<file path="src/rtl/pipeline_pkg.sv">
// Shared types for the pipeline hazard controller: FSM state encoding,
// per-stage stall/flush control bundle and common widths.
package pipeline_pkg;

    localparam int unsigned REG_ADDR_W = 5;
    localparam int unsigned CNT_W      = 32;

    typedef enum logic [1:0] {
        ST_RUN      = 2'd0,
        ST_MEM_WAIT = 2'd1,
        ST_REDIRECT = 2'd2
    } hazard_state_e;

    // Control bundle driven into the PC and the pipeline registers.
    typedef struct packed {
        logic pc_stall;
        logic ifid_stall;
        logic idex_stall;
        logic exmem_stall;
        logic ifid_flush;
        logic idex_flush;
        logic memwb_flush;
        logic redirect_take;
    } PipeCtrl_t;

    // ID reads a register that the load in EX is about to write (x0 excluded).
    function automatic logic is_load_use(
        input logic                  ex_is_load,
        input logic [REG_ADDR_W-1:0] ex_rd,
        input logic                  use_rs1,
        input logic [REG_ADDR_W-1:0] rs1,
        input logic                  use_rs2,
        input logic [REG_ADDR_W-1:0] rs2
    );
        return ex_is_load && (ex_rd != '0) &&
               ((use_rs1 && (rs1 == ex_rd)) || (use_rs2 && (rs2 == ex_rd)));
    endfunction

endpackage

</file>
<file path="src/rtl/sat_counter.sv">
// Saturating event counter.
//   clk_i   : clock
//   rst_i   : synchronous active-high clear
//   inc_i   : count one event this cycle
//   count_o : current count, sticks at all-ones
module sat_counter #(
    parameter int unsigned WIDTH = 32
) (
    input  logic             clk_i,
    input  logic             rst_i,
    input  logic             inc_i,
    output logic [WIDTH-1:0] count_o
);

    always_ff @(posedge clk_i) begin
        if (rst_i) begin
            count_o <= '0;
        end else if (inc_i && (count_o != {WIDTH{1'b1}})) begin
            count_o <= count_o + WIDTH'(1);
        end
    end

endmodule

</file>
<file path="src/rtl/hazard_ctrl.sv">
// Pipeline hazard controller: resolves memory waits, redirects, load-use
// hazards and fetch waits into stall/flush controls, and counts stall and
// redirect cycles.
//   clk_i, rst_i             : clock, synchronous active-high reset
//   id_rs1_i/id_rs2_i        : ID source registers, id_use_rs*_i qualify them
//   ex_rd_i, ex_is_load_i    : EX destination and load flag
//   ex_redirect_i            : EX branch/jump changes the PC
//   mem_busy_i, if_busy_i    : data / instruction memory not ready
//   *_stall_o, *_flush_o     : per-stage hold / bubble controls
//   redirect_take_o          : PC mux takes the branch target
//   stall_cycles_o           : cycles with pc_stall_o=1 (saturating)
//   redirect_cnt_o           : cycles with redirect_take_o=1 (saturating)
module hazard_ctrl
    import pipeline_pkg::*;
(
    input  logic        clk_i,
    input  logic        rst_i,
    input  logic [4:0]  id_rs1_i,
    input  logic [4:0]  id_rs2_i,
    input  logic        id_use_rs1_i,
    input  logic        id_use_rs2_i,
    input  logic [4:0]  ex_rd_i,
    input  logic        ex_is_load_i,
    input  logic        ex_redirect_i,
    input  logic        mem_busy_i,
    input  logic        if_busy_i,
    output logic        pc_stall_o,
    output logic        ifid_stall_o,
    output logic        idex_stall_o,
    output logic        exmem_stall_o,
    output logic        ifid_flush_o,
    output logic        idex_flush_o,
    output logic        memwb_flush_o,
    output logic        redirect_take_o,
    output logic [31:0] stall_cycles_o,
    output logic [31:0] redirect_cnt_o
);

    hazard_state_e state_q;
    hazard_state_e state_d;
    PipeCtrl_t     ctrl;
    logic          load_use;

    assign load_use = is_load_use(ex_is_load_i, ex_rd_i, id_use_rs1_i, id_rs1_i,
                                  id_use_rs2_i, id_rs2_i);

    // State register.
    always_ff @(posedge clk_i) begin
        if (rst_i) begin
            state_q <= ST_RUN;
        end else begin
            state_q <= state_d;
        end
    end

    // Next state: every state shares the same exit rule, memory wait first.
    always_comb begin
        state_d = state_q;
        if (mem_busy_i) begin
            state_d = ST_MEM_WAIT;
        end else if (ctrl.redirect_take) begin
            state_d = ST_REDIRECT;
        end else begin
            state_d = ST_RUN;
        end
    end

    // Outputs: one event wins by priority; REDIRECT additionally squashes
    // the stale word fetched from the old PC.
    always_comb begin
        ctrl = '0;
        if (!rst_i) begin
            if (mem_busy_i) begin
                ctrl.pc_stall    = 1'b1;
                ctrl.ifid_stall  = 1'b1;
                ctrl.idex_stall  = 1'b1;
                ctrl.exmem_stall = 1'b1;
                ctrl.memwb_flush = 1'b1;
            end else if (ex_redirect_i) begin
                ctrl.redirect_take = 1'b1;
                ctrl.ifid_flush    = 1'b1;
                ctrl.idex_flush    = 1'b1;
            end else if (load_use) begin
                ctrl.pc_stall   = 1'b1;
                ctrl.ifid_stall = 1'b1;
                ctrl.idex_flush = 1'b1;
            end else if (if_busy_i) begin
                ctrl.pc_stall   = 1'b1;
                ctrl.ifid_flush = 1'b1;
            end
            if (state_q == ST_REDIRECT) begin
                ctrl.ifid_flush = 1'b1;
            end
        end
    end

    assign pc_stall_o      = ctrl.pc_stall;
    assign ifid_stall_o    = ctrl.ifid_stall;
    assign idex_stall_o    = ctrl.idex_stall;
    assign exmem_stall_o   = ctrl.exmem_stall;
    assign ifid_flush_o    = ctrl.ifid_flush;
    assign idex_flush_o    = ctrl.idex_flush;
    assign memwb_flush_o   = ctrl.memwb_flush;
    assign redirect_take_o = ctrl.redirect_take;

    sat_counter #(.WIDTH(CNT_W)) u_stall_cnt (
        .clk_i   (clk_i),
        .rst_i   (rst_i),
        .inc_i   (ctrl.pc_stall),
        .count_o (stall_cycles_o)
    );

    sat_counter #(.WIDTH(CNT_W)) u_redirect_cnt (
        .clk_i   (clk_i),
        .rst_i   (rst_i),
        .inc_i   (ctrl.redirect_take),
        .count_o (redirect_cnt_o)
    );

endmodule

</file>
<file path="config.mk">
export PLATFORM = sky130hd
export DESIGN_NAME = hazard_ctrl
export DESIGN_NICKNAME = d
export VERILOG_FILES = /design/src/rtl/pipeline_pkg.sv /design/src/rtl/sat_counter.sv /design/src/rtl/hazard_ctrl.sv
export SDC_FILE = /design/constraint.sdc
export NUM_CORES = 1
export LEC_CHECK = 0
export CORE_ASPECT_RATIO = 1.75
export CORE_MARGIN = 10
export CORE_UTILIZATION = 44
export CTS_CLUSTER_DIAMETER = 200
export CTS_CLUSTER_SIZE = 16
export DETAILED_ROUTE_END_ITERATION = 12
export PLACE_DENSITY = 0.73
export SLEW_MARGIN = 40
export SYNTH_ARGS = -nofsm -noshare
export SYNTH_HDL_FRONTEND = slang
export SYNTH_SLANG_ARGS = --single-unit
export TNS_END_PERCENT = 50
</file>
<file path="constraint.sdc">
create_clock -name clk_i -period 1.9 [get_ports clk_i]
set_input_delay 0.38 -clock clk_i [delete_from_list [all_inputs] [get_ports clk_i]]
set_output_delay 0.38 -clock clk_i [all_outputs]
set_load 0.005 [all_outputs]
</file>
==> impl_metrics.csv <==
group,metric,value,unit
critical_path,path_class,"reg2reg",
drt,remaining_drc_errors,0,
place,placed_area,5310,um2
power_and_ir_drop,p_clk_share,45.6,%
drt,dr.first_iter.drc_count,272,
synthesis,yosys.area_share.adder,0.729,%
sta,drv_slew,0,
die,die_y,137,um
synthesis,synth_edf_count,0,
grt,overflow,0,
sta,slew_headroom,69.7,%
critical_path,critPathMaxFanout,6,
cells_and_area,nFillCells,447,
synthesis,yosys.area.top_type,"dfxtp_1",
critical_path,setup.worst_path.start_class,"register",
grt,gr-usage-all-layers,20.8,%
flow_run,maxCapViolCount,0,
die,coreArea,7570,um2
sta,rsz0062_at_grt,"true",
clock_network,cts_root_buf,"clkbuf_16",
cells_and_area,layout-drive-gt1-share,41.8,%
synthesis,synth-simple-area-share,30.7,%
synthesis,synth_compound_area_share,12.3,%
sta,worstMarginPinSlew,0.454,ns
synthesis,synth_xor_area_share,11.2,%
clock_network,clk_pin_slew,0.05,ns
die,start_util,45.4,%
drt,drtAntennaViolNets,0,
synthesis,synth_nets,427,
sta,min_period,2.26,ns
sta,fin_crit_sh,119,%
clock_network,cts_tree,"yes",
grt,first_global_vias,4204,
cells_and_area,seq_area,1340,um2
die,fp.dieW,86.8,um
run_status,status,"complete, but fails checks",
critical_path,crit_path_end_kind,"register",
cells_and_area,diodes,0,
synthesis,syn_avg_cell_area,8.54,um2
power_and_ir_drop,ir_worst_vdd,456,uV
die,die-area,11900,um2
sta,whs,0.487,ns
synthesis,synthTopCellsByArea,"dfxtp_1 (38%), xor2_1 (6.6%), nor2_1 (5.5%)",
synthesis,async_flop_share,0,%
power_and_ir_drop,powerDensity,517,nW/um2
drt,num_vias,4193,
drt,routedWlPerCell,19.5,um
min_path,hp-class,"in2reg",
run_status,violations,"setup timing",
drt,routed_wl,14200,um
sta,skew,0.00488,ns
power_and_ir_drop,pwr-share-comb,10.9,%
synthesis,yosys.cell_count.top_type,"dfxtp_1",
synthesis,synth_top_area_share,38.5,%
synthesis,synthCells,402,
grt,grt_start_max_net_pins,37,
synthesis,synth_ff_type,"dfxtp_1",
place,portBuffers,94,
synthesis,synth_common_cells,"dfxtp_1 (66), nor2_1 (50), nand2_1 (30)",
cells_and_area,multiInputGateArea,2460,um2
cells_and_area,area.growth.synth_to_final,80.7,%
cells_and_area,nets,660,
grt,grt_first_pass_wirelength,20100,um
synthesis,yosys_warnings,0,
die,core.rowCount,42,
synthesis,synthMuxAreaShare,2.15,%
clock_network,clock_path_buffers,2,
die,io_pins,95,
power_and_ir_drop,p_sw,0.774,mW
critical_path,worstPathArrival,2.47,ns
sta,fmax,442,MHz
power_and_ir_drop,static-leakage-power,2.42,nW
sta,final.setup.worst_slack,-0.363,ns
place,gp_congestion,0.882,
drt,first_pass_iters,4,
power_and_ir_drop,p_seq_share,43.5,%
synthesis,netlist-cell-type-count,58,
power_and_ir_drop,sw_frac_of_total,24.1,%
clock_network,htreeDepth,3,
synthesis,ys_seq_area_share,38.5,%
place,place_hpwl,8890,um
power_and_ir_drop,cellInternalPower,2.43,mW
clock_network,hold_buffers,0,
drt,detail_route.vias_per_cell,5.77,
synthesis,syn_area,3430,um2
synthesis,synth_top_family_by_area,"simple AND/OR/NAND/NOR gates",
clock_network,cts_buffers,9,
sta,setup_viol,31,
cells_and_area,fin_area,6200,um2
synthesis,synth_seq_cells,66,
critical_path,worst-endpoint-required,2.11,ns
grt,antenna_found_initial,0,
clock_network,clkSinkCount,66,
clock_network,clkLatencyLatePin,0.33,ns
sta,final-hold-violation-count,0,
[registers in the layout, summed over array words and instances (netlist names)]
| signal | count |
|---|---|
| state_q | 2 |
| u_redirect_cnt.count_o | 32 |
| u_stall_cnt.count_o | 32 |
[power groups by stage]
stage | Clock (mW) | Sequential [mW] | Combinational, mW
floorplan | 0 | 1.43 | 0.104
finish | 1.46 | 1.39 | 0.349
global placement | 0 | 1.42 | 0.255
global route | 1.53 | 1.39 | 0.366
CTS | 1.47 | 1.39 | 0.297
detailed placement | 0 | 1.42 | 0.259
[kinds of logic after synthesis]
family	count (synthesis)
simple gates	191
buf+inv	28
compound gates	64
flops	66
mux	7
xor+xnor	44
fa+ha+maj	2
[routing by layer]
metal  part of all wire, %  up-vias  routed length [um]  track usage, %
met3                   6.6       44                 938            5.54
met1                    35     2025                4940            20.6
li1                      -     1937                   -               -
met2                    54      187                7630            38.8
met4                   4.7        0                 663            9.49
met5                     0        -                   0               0
[cell type report]
class / instances / area share, %
multi-input combinational: 311 / 39.7
timing repair buffer: 234 / 31.9
clock inverter: 3 / 0.282
tap: 88 / 1.78
inverter: 13 / 0.827
clock buffer: 12 / 3.81
sequential: 66 / 21.6
[worst max-delay path: stages (launching register included)]
cell	delay [ns]
dfxtp_2	0.35
ha_4	0.15
inv_4	0.04
or4_4	0.52
nor2_2	0.25
buf_4	0.18
a31oi_4	0.05
buf_4	0.18
o31ai_2	0.33
a21oi_2	0.10
[repair_timing]
action                                  in CTS  in global routing
resized for setup                          115                 69
pin swaps                                   26                 25
cloned                                       2                  1
buffers inserted                             9                 16
endpoints found under the setup margin      53                 61
[layout by cell type, fill, tap and decap left out, drive strengths merged, types with 4 or more instances in the layout]
cell / count
o31ai: 10
dlygate4sd2: 6
clkbuf: 13
xor2: 26
nor2b: 4
a21oi: 20
o21ai: 14
clkdlybuf4s15: 6
nand2: 33
buf: 154
nor4: 12
clkdlybuf4s50: 66
nand3: 25
or4: 12
and3: 6
nor3: 6
mux2i: 4
or3: 12
dfxtp: 66
xnor2: 18
inv: 13
nor2: 52
nand4: 24
[final timing paths]
kind	start	endpoint	slack [ns]	depth (start not counted)
max	u_stall_cnt.count_o[0]	u_stall_cnt.count_o[30]	-0.36	9
min	rst_i	u_stall_cnt.count_o[28]	0.49	3
max reg2reg	u_stall_cnt.count_o[0]	u_stall_cnt.count_o[30]	-0.36	9
min reg2reg	u_redirect_cnt.count_o[23]	u_redirect_cnt.count_o[23]	0.55	2
[through the flow]
stage,instances,setup WS (ns),power (mW),TNS (ns),util (%)
after floorplan,402,-0.0858,1.53,-1.18,-
after global placement,686,-1.09,1.68,-33.99,70.2
after detailed placement,686,-1.04,1.68,-36.36,70.2
after CTS,712,-0.230,3.16,-2.33,76.1
after global routing,727,-0.463,3.29,-9.51,81.9
final,727,-0.363,3.21,-4.61,81.9
Note: power is estimated with default switching activity, not from simulation.
